**config.mk**
```make
export PLATFORM = sky130hd
export DESIGN_NAME = tile_gather_4x4
export DESIGN_NICKNAME = d
export VERILOG_FILES = /design/src/rtl/pool_pkg.sv /design/src/rtl/tile_band_buffer.sv /design/src/rtl/tile_gather_4x4.sv
export SDC_FILE = /design/constraint.sdc
export NUM_CORES = 1
export LEC_CHECK = 0
export BUFFER_PORTS_ARGS = -buffer_cell sky130_fd_sc_hd__buf_2
export CORE_ASPECT_RATIO = 1.2
export CORE_MARGIN = 2
export CORE_UTILIZATION = 61
export CTS_CLUSTER_DIAMETER = 120
export DETAILED_ROUTE_END_ITERATION = 7
export PLACE_DENSITY = 0.95
export SLEW_MARGIN = 40
export SYNTH_ARGS = -nofsm -noshare
export SYNTH_HDL_FRONTEND = slang
export SYNTH_SLANG_ARGS = --single-unit
```
**constraint.sdc**
```tcl
create_clock -name clk -period 5 [get_ports clk]
set_input_delay 0.25 -clock clk [delete_from_list [all_inputs] [get_ports clk]]
set_output_delay 0.25 -clock clk [all_outputs]
set_load 0.02 [all_outputs]
```
**src/rtl/pool_pkg.sv**
```systemverilog
// Shared pixel/tile geometry for the 4x4 tiling and pooling blocks.
package pool_pkg;

  localparam int PIX_W     = 8;
  localparam int TILE_DIM  = 4;
  localparam int TILE_BITS = PIX_W * TILE_DIM * TILE_DIM;

  typedef enum logic {
    ST_FILL  = 1'b0,
    ST_DRAIN = 1'b1
  } gather_state_e;

  // Counter width for a range of n values; never narrower than one bit.
  function automatic int cnt_width(input int n);
    return (n <= 1) ? 1 : $clog2(n);
  endfunction

endpackage

```
**src/rtl/tile_band_buffer.sv**
```systemverilog
// One band of the image (4 rows x IMG_W pixels) with a pixel write port and
// a 4x4 tile read port; element (r,c) of the tile sits at the MSB end first.
module tile_band_buffer
  import pool_pkg::*;
#(
  parameter int IMG_W = 8,
  localparam int COL_W  = cnt_width(IMG_W),
  localparam int TIDX_W = cnt_width(IMG_W / TILE_DIM)
) (
  input  logic                 clk,
  input  logic                 wr_en_i,
  input  logic [1:0]           wr_row_i,
  input  logic [COL_W-1:0]     wr_col_i,
  input  logic [PIX_W-1:0]     wr_data_i,
  input  logic [TIDX_W-1:0]    rd_tile_i,
  output logic [TILE_BITS-1:0] rd_tile_o
);

  logic [PIX_W-1:0] mem_q [TILE_DIM][IMG_W];

  // Storage is deliberately left without reset: every cell is rewritten
  // before it is read for the next band.
  always_ff @(posedge clk) begin
    if (wr_en_i) begin
      mem_q[wr_row_i][wr_col_i] <= wr_data_i;
    end
  end

  always_comb begin
    logic [COL_W-1:0] base;
    base      = COL_W'({rd_tile_i, 2'b00});
    rd_tile_o = '0;
    for (int r = 0; r < TILE_DIM; r++) begin
      for (int c = 0; c < TILE_DIM; c++) begin
        rd_tile_o[TILE_BITS-1-PIX_W*(TILE_DIM*r+c) -: PIX_W] = mem_q[r][base + COL_W'(c)];
      end
    end
  end

endmodule

```
**src/rtl/tile_gather_4x4.sv**
```systemverilog
// Gathers a raster pixel stream into 4-row bands and emits each band as
// IMG_W/4 tiles of 4x4 pixels, flagging the last tile of the frame.
module tile_gather_4x4
  import pool_pkg::*;
#(
  parameter int IMG_W = 8,
  parameter int IMG_H = 8
) (
  input  logic                 clk,
  input  logic                 rst_n,
  input  logic                 in_valid,
  input  logic [PIX_W-1:0]     in_pix,
  output logic                 in_ready,
  output logic                 out_valid,
  output logic [TILE_BITS-1:0] out_tile,
  input  logic                 out_ready,
  output logic                 out_last,
  output gather_state_e        dbg_state_o
);

  localparam int COL_W  = cnt_width(IMG_W);
  localparam int TIDX_W = cnt_width(IMG_W / TILE_DIM);
  localparam int BAND_W = cnt_width(IMG_H / TILE_DIM);

  localparam logic [COL_W-1:0]  LAST_COL  = COL_W'(IMG_W - 1);
  localparam logic [TIDX_W-1:0] LAST_T    = TIDX_W'(IMG_W / TILE_DIM - 1);
  localparam logic [BAND_W-1:0] LAST_BAND = BAND_W'(IMG_H / TILE_DIM - 1);

  gather_state_e     state_q, state_d;
  logic [COL_W-1:0]  col_q, col_d;
  logic [1:0]        band_row_q, band_row_d;
  logic [TIDX_W-1:0] t_q, t_d;
  logic [BAND_W-1:0] band_q, band_d;

  logic                 pix_accept;
  logic                 tile_xfer;
  logic [TILE_BITS-1:0] buf_tile;

  // Handshake: a transfer happens on any cycle where valid and ready are both
  // high; ready depends only on state, never on the partner's valid.
  assign in_ready   = (state_q == ST_FILL);
  assign out_valid  = (state_q == ST_DRAIN);
  assign pix_accept = in_valid && in_ready;
  assign tile_xfer  = out_valid && out_ready;

  assign out_tile    = out_valid ? buf_tile : '0;
  assign out_last    = out_valid && (band_q == LAST_BAND) && (t_q == LAST_T);
  assign dbg_state_o = state_q;

  always_ff @(posedge clk or negedge rst_n) begin
    if (!rst_n) begin
      state_q    <= ST_FILL;
      col_q      <= '0;
      band_row_q <= '0;
      t_q        <= '0;
      band_q     <= '0;
    end else begin
      state_q    <= state_d;
      col_q      <= col_d;
      band_row_q <= band_row_d;
      t_q        <= t_d;
      band_q     <= band_d;
    end
  end

  always_comb begin
    state_d    = state_q;
    col_d      = col_q;
    band_row_d = band_row_q;
    t_d        = t_q;
    band_d     = band_q;
    case (state_q)
      ST_FILL: begin
        if (pix_accept) begin
          if (col_q == LAST_COL) begin
            col_d      = '0;
            band_row_d = band_row_q + 2'd1;
            if (band_row_q == 2'd3) begin
              state_d = ST_DRAIN;
              t_d     = '0;
            end
          end else begin
            col_d = col_q + COL_W'(1);
          end
        end
      end
      ST_DRAIN: begin
        if (tile_xfer) begin
          if (t_q == LAST_T) begin
            state_d = ST_FILL;
            t_d     = '0;
            band_d  = (band_q == LAST_BAND) ? '0 : band_q + BAND_W'(1);
          end else begin
            t_d = t_q + TIDX_W'(1);
          end
        end
      end
      default: state_d = ST_FILL;
    endcase
  end

  tile_band_buffer #(
    .IMG_W(IMG_W)
  ) u_band (
    .clk      (clk),
    .wr_en_i  (pix_accept),
    .wr_row_i (band_row_q),
    .wr_col_i (col_q),
    .wr_data_i(in_pix),
    .rd_tile_i(t_q),
    .rd_tile_o(buf_tile)
  );

endmodule

```
==> results of run 1 <==
## sequential cells by signal, indices dropped and copies added (netlist names)
register,cells
u_band.mem_q,256
dbg_state_o,1
band_row_q,2
t_q,1
band_q,1
col_q,3
## cell type report
class / count / area share
clock buffer: 32 / 0.0531
timing repair buffer: 147 / 0.0652
multi-input combinational: 323 / 0.184
sequential: 264 / 0.666
inverter: 3 / 0.00116
tap: 212 / 0.0224
clock inverter: 8 / 0.00813
## repair_timing
| item | 4_1_cts | 5_1_grt |
|---|---|---|
| hold buffers | 1 | 0 |
| gates resized for setup | 0 | 0 |
| setup endpoints to repair | 0 | 0 |
| hold endpoints to repair | 8 | 0 |
## critical path, cell delays in order (launching register included)
cell and delay (ps):
dfrtp_4 800, buf_12 330, buf_12 370, mux2i_1 330, nor2_1 80, buf_2 190
## logic make-up (layout without fill, tap and decap cells)
family	Yosys count	after routing	share of synthesized area
fa+ha+maj	6	6	0.00731
compound gates	3	3	0.00231
mux	132	132	0.129
buf+inv	38	190	0.0196
xor+xnor	3	3	0.00256
simple gates	179	179	0.0713
flops	264	264	0.768
## per-layer routing
| layer | part of all wire | routed length [µm] | vias up |
|---|---|---|---|
| met5 | 0 | 0 | - |
| met4 | 0.037 | 821 | 0 |
| met3 | 0.073 | 1600 | 62 |
| met2 | 0.50 | 10900 | 318 |
| met1 | 0.39 | 8600 | 2757 |
| li1 | - | - | 2552 |
## where the power goes
group | switching (µW) | internal, µW
Clock | 729 | 982
Combinational | 1210 | 628
Sequential | 150 | 2600
## metrics by stage
stage / hold WS, ps / setup WS [ps]
floorplan: -45.6 / 3080
global placement: 113 / 2590
detailed placement: 109 / 2560
CTS: 112 / 2050
global route: 125 / 1910
finish: 127 / 2060
## synthesized netlist by cell type
master | count | share of area
a21bo_2 | 1 | 0.00097
a22o_1 | 1 | 0.00085
and3_1 | 1 | 0.00061
buf_2 | 22 | 0.011
buf_4 | 8 | 0.0058
clkbuf_1 | 4 | 0.0015
clkbuf_2 | 1 | 0.00049
dfrtp_1 | 8 | 0.019
edfxtp_1 | 256 | 0.75
ha_1 | 6 | 0.0073
inv_1 | 3 | 0.0011
mux2_2 | 4 | 0.0044
mux2i_1 | 128 | 0.12
nand2_1 | 4 | 0.0015
nand2b_1 | 4 | 0.0024
nand3_1 | 2 | 0.00097
nand3b_1 | 1 | 0.00073
nand4b_1 | 1 | 0.00085
nand4bb_1 | 2 | 0.0022
nor2_1 | 157 | 0.057
nor2_2 | 4 | 0.0024
nor2b_1 | 2 | 0.0012
o21ai_0 | 1 | 0.00049
or4b_1 | 1 | 0.00097
xnor2_1 | 2 | 0.0017
xor2_1 | 1 | 0.00085
## final timing paths
kind,slack [ps],endpoint,cells after the start
setup / recovery,2060,out_tile[10],5
hold / removal,130,band_q,3
setup reg to reg,2550,u_band.mem_q[3][49],2
hold reg to reg,560,band_q,1
max in group asynchronous,4620,t_q,2
min in group asynchronous,160,col_q[2],2
==> metrics, run 1 <==
via count=5689; Filler cells=937; clock-pin slew on the worst setup and hold paths=60 ps; final std cells w/o fill=989; Critical Path End Type=primary output; DRT Wirelength=21900 µm; Worst setup SP type=register; data required time at the worst endpoint=4750 ps; vias in the first global route=5743; placed cells=948; final number of setup-violating endpoints=0; synthesized area=0.0103 mm²; post-synth cell types=26; busiest metal layer after global routing=met2; # IOs=144; Leakage Power=0.00442 µW; Layout Skew=11.9 ps; GR Layer Usage met3=0.0297; TNS Setup=0 ps; Inserted Diodes=0; PD cells=531 mW/mm²; Mean Syn Cell Area=16.4 µm²; Initial DRC Count=455; clk root buf=clkbuf_16; FF/Latch Area=0.00789 mm²; nets=779; commonest cells after routing, fill and taps aside=256 x edfxtp_1, 156 x nor2_1, 143 x buf_2; setup bufs post-CTS=0; global-route wire length before repair=33100 µm; period utilisation layout=0.588; CP startpoint=t_q; Syn. warnings=0; final worst path period need=2940 ps; M2 GR Usage=0.405; Max FO, Critical Path=64; DP Area=0.0111 mm²; drt via density=5.75; Post-Synthesis Cells=625; worst reg2reg startpoint=dbg_state_o; HPWL Detailed=13000 µm; max-slew violations=0; min-delay worst type=in -> reg; CTS tree=done; DRC=0; largest net degree at the start of global routing=69; Post-DRT Antenna Nets=0; met1 Use GR=0.338; Final Hold Fails=0; CP Class=reg -> out; Synth Register Bits=264; WL per Instance=22.1 µm; multi-input logic area=0.00219 mm²; Tot Pwr=6300 µW; CP arrival=2690 ps; Num CTS Buffers=22; H-tree depth=1; cell row count=51; normalized max-slew margin=0.493; gr usage total=0.248; Syn-to-layout area delta=15.4%; Die Span X=122 µm; GRT overflow=0; Worst Hold Launch=out_ready; Slew @ Worst Pin=758 ps; port buffer count=143; peak supply drop=0.350 mV; fin util=0.726; most common cell after layout, fill and taps aside=edfxtp_1; post-route cell area=0.0119 mm²; Clock Path Buffers=3; outcome=completed; DRT Pass-1 Iters=5; RSZ-0062 raised after global routing=false; Clock Sinks=264; routability cong.=0.765; antenna violations before repair=0; clock latency at the later pin of the worst-skew pair=510 ps; die height=146 µm; die area=0.0179 mm²; Core ar.=0.0163 mm²; layout cells sized above 1=0.243; Initial Util=0.629; Syn Nets=643; Seq/Total Area, Yosys=0.768; Max-Cap Viols=0; Achievable Freq=340 MHz
Power figures use the tool's default switching activity.
==> run 2, diff against run 1 <==
Settings changed: ABC_AREA set to 1, CORE_UTILIZATION 61 to 51, PLACE_DENSITY 0.95 to 0.87.
Clock period 5 ns to 2.6 ns, I/O delays scaled along.
==> metrics, run 2 <==
outcome=completed (unchanged); post-synth cell types=14 (was 26); Syn Nets=795 (was 643); drt via density=5.12 (was 5.75); Achievable Freq=413 MHz; cts hold-fix bufs=2 (was 1); CP arrival=2290 ps (was 2690 ps); gr usage total=0.207 (was 0.248); pre-CTS WS=541 ps (was 2560 ps); largest net degree at the start of global routing=87 (was 69); count leader, synth=nand2_1 (was edfxtp_1); vias in the first global route=6081 (was 5743); post-route cell area=0.0118 mm² (was 0.0119 mm²); global-route wire length before repair=32700 µm (was 33100 µm); # IOs=144 (unchanged); period utilisation layout=0.932; Leakage Power=0.00488 µW (was 0.00442 µW); Clock Path Buffers=3 (unchanged); Initial DRC Count=622 (was 455); Post-Synthesis Cells=777 (was 625); GRT overflow=0 (unchanged); Slew @ Worst Pin=752 ps (was 758 ps); Max-Cap Viols=0 (unchanged); via count=6181 (was 5689); final worst path period need=2420 ps; DRT Pass-1 Iters=6 (was 5); Synth area leader=edfxtp_1 (unchanged); Layout Skew=9.22 ps (was 11.9 ps); TNS Setup=0 ps (unchanged); Synth Register Bits=264 (unchanged); Num CTS Buffers=24 (was 22); Tot Pwr=12100 µW (was 6300 µW); commonest cells after routing, fill and taps aside=405 x nand2_1, 256 x edfxtp_1, 143 x buf_2 (was 256 x edfxtp_1, 156 x nor2_1, 143 x buf_2); H-tree depth=1 (unchanged); clock latency at the later pin of the worst-skew pair=510 ps (about the same); Syn. warnings=0 (unchanged); CP Class=reg -> out (unchanged); most frequent cells after synthesis=405 x nand2_1, 256 x edfxtp_1, 43 x nor2_1 (was 256 x edfxtp_1, 157 x nor2_1, 128 x mux2i_1); HPWL Detailed=13400 µm (was 13000 µm); synthesized area=0.00995 mm² (was 0.0103 mm²); Final Hold Fails=0 (unchanged); asr flop ratio synth=0.0303 (unchanged); RSZ-0062 raised after global routing=false (unchanged); Clock Sinks=264 (unchanged); Worst Slack Setup Final=177 ps (was 2060 ps); antenna violations before repair=0 (unchanged); setup bufs post-CTS=0 (unchanged); Max FO, Critical Path=41 (was 64); normalized max-slew margin=0.499 (was 0.493); final number of setup-violating endpoints=0 (unchanged); Gates resized, CTS repair=0 (unchanged); Largest Register=u_band.mem_q (unchanged); Mean Syn Cell Area=12.8 µm² (was 16.4 µm²); die height=157 µm (was 146 µm); data required time at the worst endpoint=2470 ps (was 4750 ps); min-delay worst type=in -> reg (unchanged); DP Area=0.0110 mm² (was 0.0111 mm²); clk root buf=clkbuf_16 (unchanged); synth top area cells=edfxtp_1 77%, nand2_1 15%, dfrtp_1 2.0%, nor2_1 1.6%, buf_2 1.2% (was edfxtp_1 75%, mux2i_1 12%, nor2_1 5.7%, dfrtp_1 1.9%, buf_2 1.1%); port buffer count=143 (unchanged); Initial Util=0.524 (was 0.629); layout cells sized above 1=0.206 (was 0.243); most common cell after layout, fill and taps aside=nand2_1 (was edfxtp_1); Post-DRT Antenna Nets=0 (unchanged); routability cong.=0.870 (was 0.765); Post-synth EDFFs=256 (unchanged); Largest register FFs=256 (unchanged); Inserted Diodes=0 (unchanged); PD cells=1030 mW/mm² (was 531 mW/mm²); Seq/Total Area, Yosys=0.793 (was 0.768); fin util=0.619 (was 0.726); Core ar.=0.0190 mm² (was 0.0163 mm²); cell row count=55 (was 51); max-slew violations=0 (unchanged); nets=956 (was 779); Syn-to-layout area delta=18.2% (was 15.4%); clock-pin slew on the worst setup and hold paths=60 ps (about the same); Critical Path End Type=primary output (unchanged); CTS tree=done (unchanged); die area=0.0207 mm² (was 0.0179 mm²); Top Registers=u_band.mem_q: 256 flops, col_q: 3 flops, band_row_q: 2 flops (unchanged); WL per Instance=18.0 µm (was 22.1 µm); DRC=0 (unchanged); DRT Wirelength=21700 µm (was 21900 µm); Post-synth top flop=edfxtp_1 (unchanged); Die Span X=132 µm (was 122 µm); top-area cell type share of the netlist area=0.772 (was 0.748); Worst setup SP type=register (unchanged); peak supply drop=0.548 mV (was 0.350 mV)
[run 2: logic make-up (layout without fill, tap and decap cells)]
logic type | count (synthesis) | after routing | share of synthesized area
compound gates | 4 | 4 | 0.00201
xor+xnor | 1 | 1 | 0.000880
fa+ha+maj | 6 | 6 | 0.00754
buf+inv | 45 | 220 | 0.0229
flops | 264 | 264 | 0.793
simple gates | 457 | 457 | 0.174
[run 2: through the flow]
stage	hold WS (ps)	cells
after floorplan	-166	777
after global placement	-13.5	1166
after detailed placement	-14.1	1166
after CTS	11.1	1208
after global routing	29.9	1208
final	23.3	1208
[run 2: routing by layer]
layer,global-route usage,vias to the layer above,share of wire
met1,0.265,2939,0.40
met2,0.359,291,0.50
met5,0,-,0
met3,0.0329,43,0.075
met4,0.0802,0,0.028
li1,-,2908,-
[run 2: final cells by class]
class	instances	area (µm²)
clock buffer	36	687
clock inverter	4	50.0
fill	1432	7230
inverter	15	57.6
multi-input combinational	468	1840
sequential	264	7890
tap	256	320
timing repair buffer	165	923
[run 2: where the power goes]
group / total (µW) / internal [µW] / switching, µW
logic: 3770 / 1010 / 2770
registers: 4980 / 4870 / 102
clock network: 3310 / 1920 / 1390
[run 2: path summary, 6_finish.rpt]
path                            cells past startpoint                  to         from  slack (ps)
max in group asynchronous                           2       band_row_q[0]        rst_n        2370
worst max-delay path                                6        out_tile[23]  dbg_state_o         180
worst min register to register                      1              band_q       band_q         470
worst min-delay path                                5                 t_q     in_valid          20
min in group asynchronous                           2                 t_q        rst_n          40
worst max register to register                      5  u_band.mem_q[0][1]  dbg_state_o         500
[run 2: critical path: stages, from the launching register on]
cell      delay (ps)
dfrtp_1          460
nand2_1          160
clkinv_2         420
buf_12           360
nand2_1           80
nand2_1           90
buf_2            170
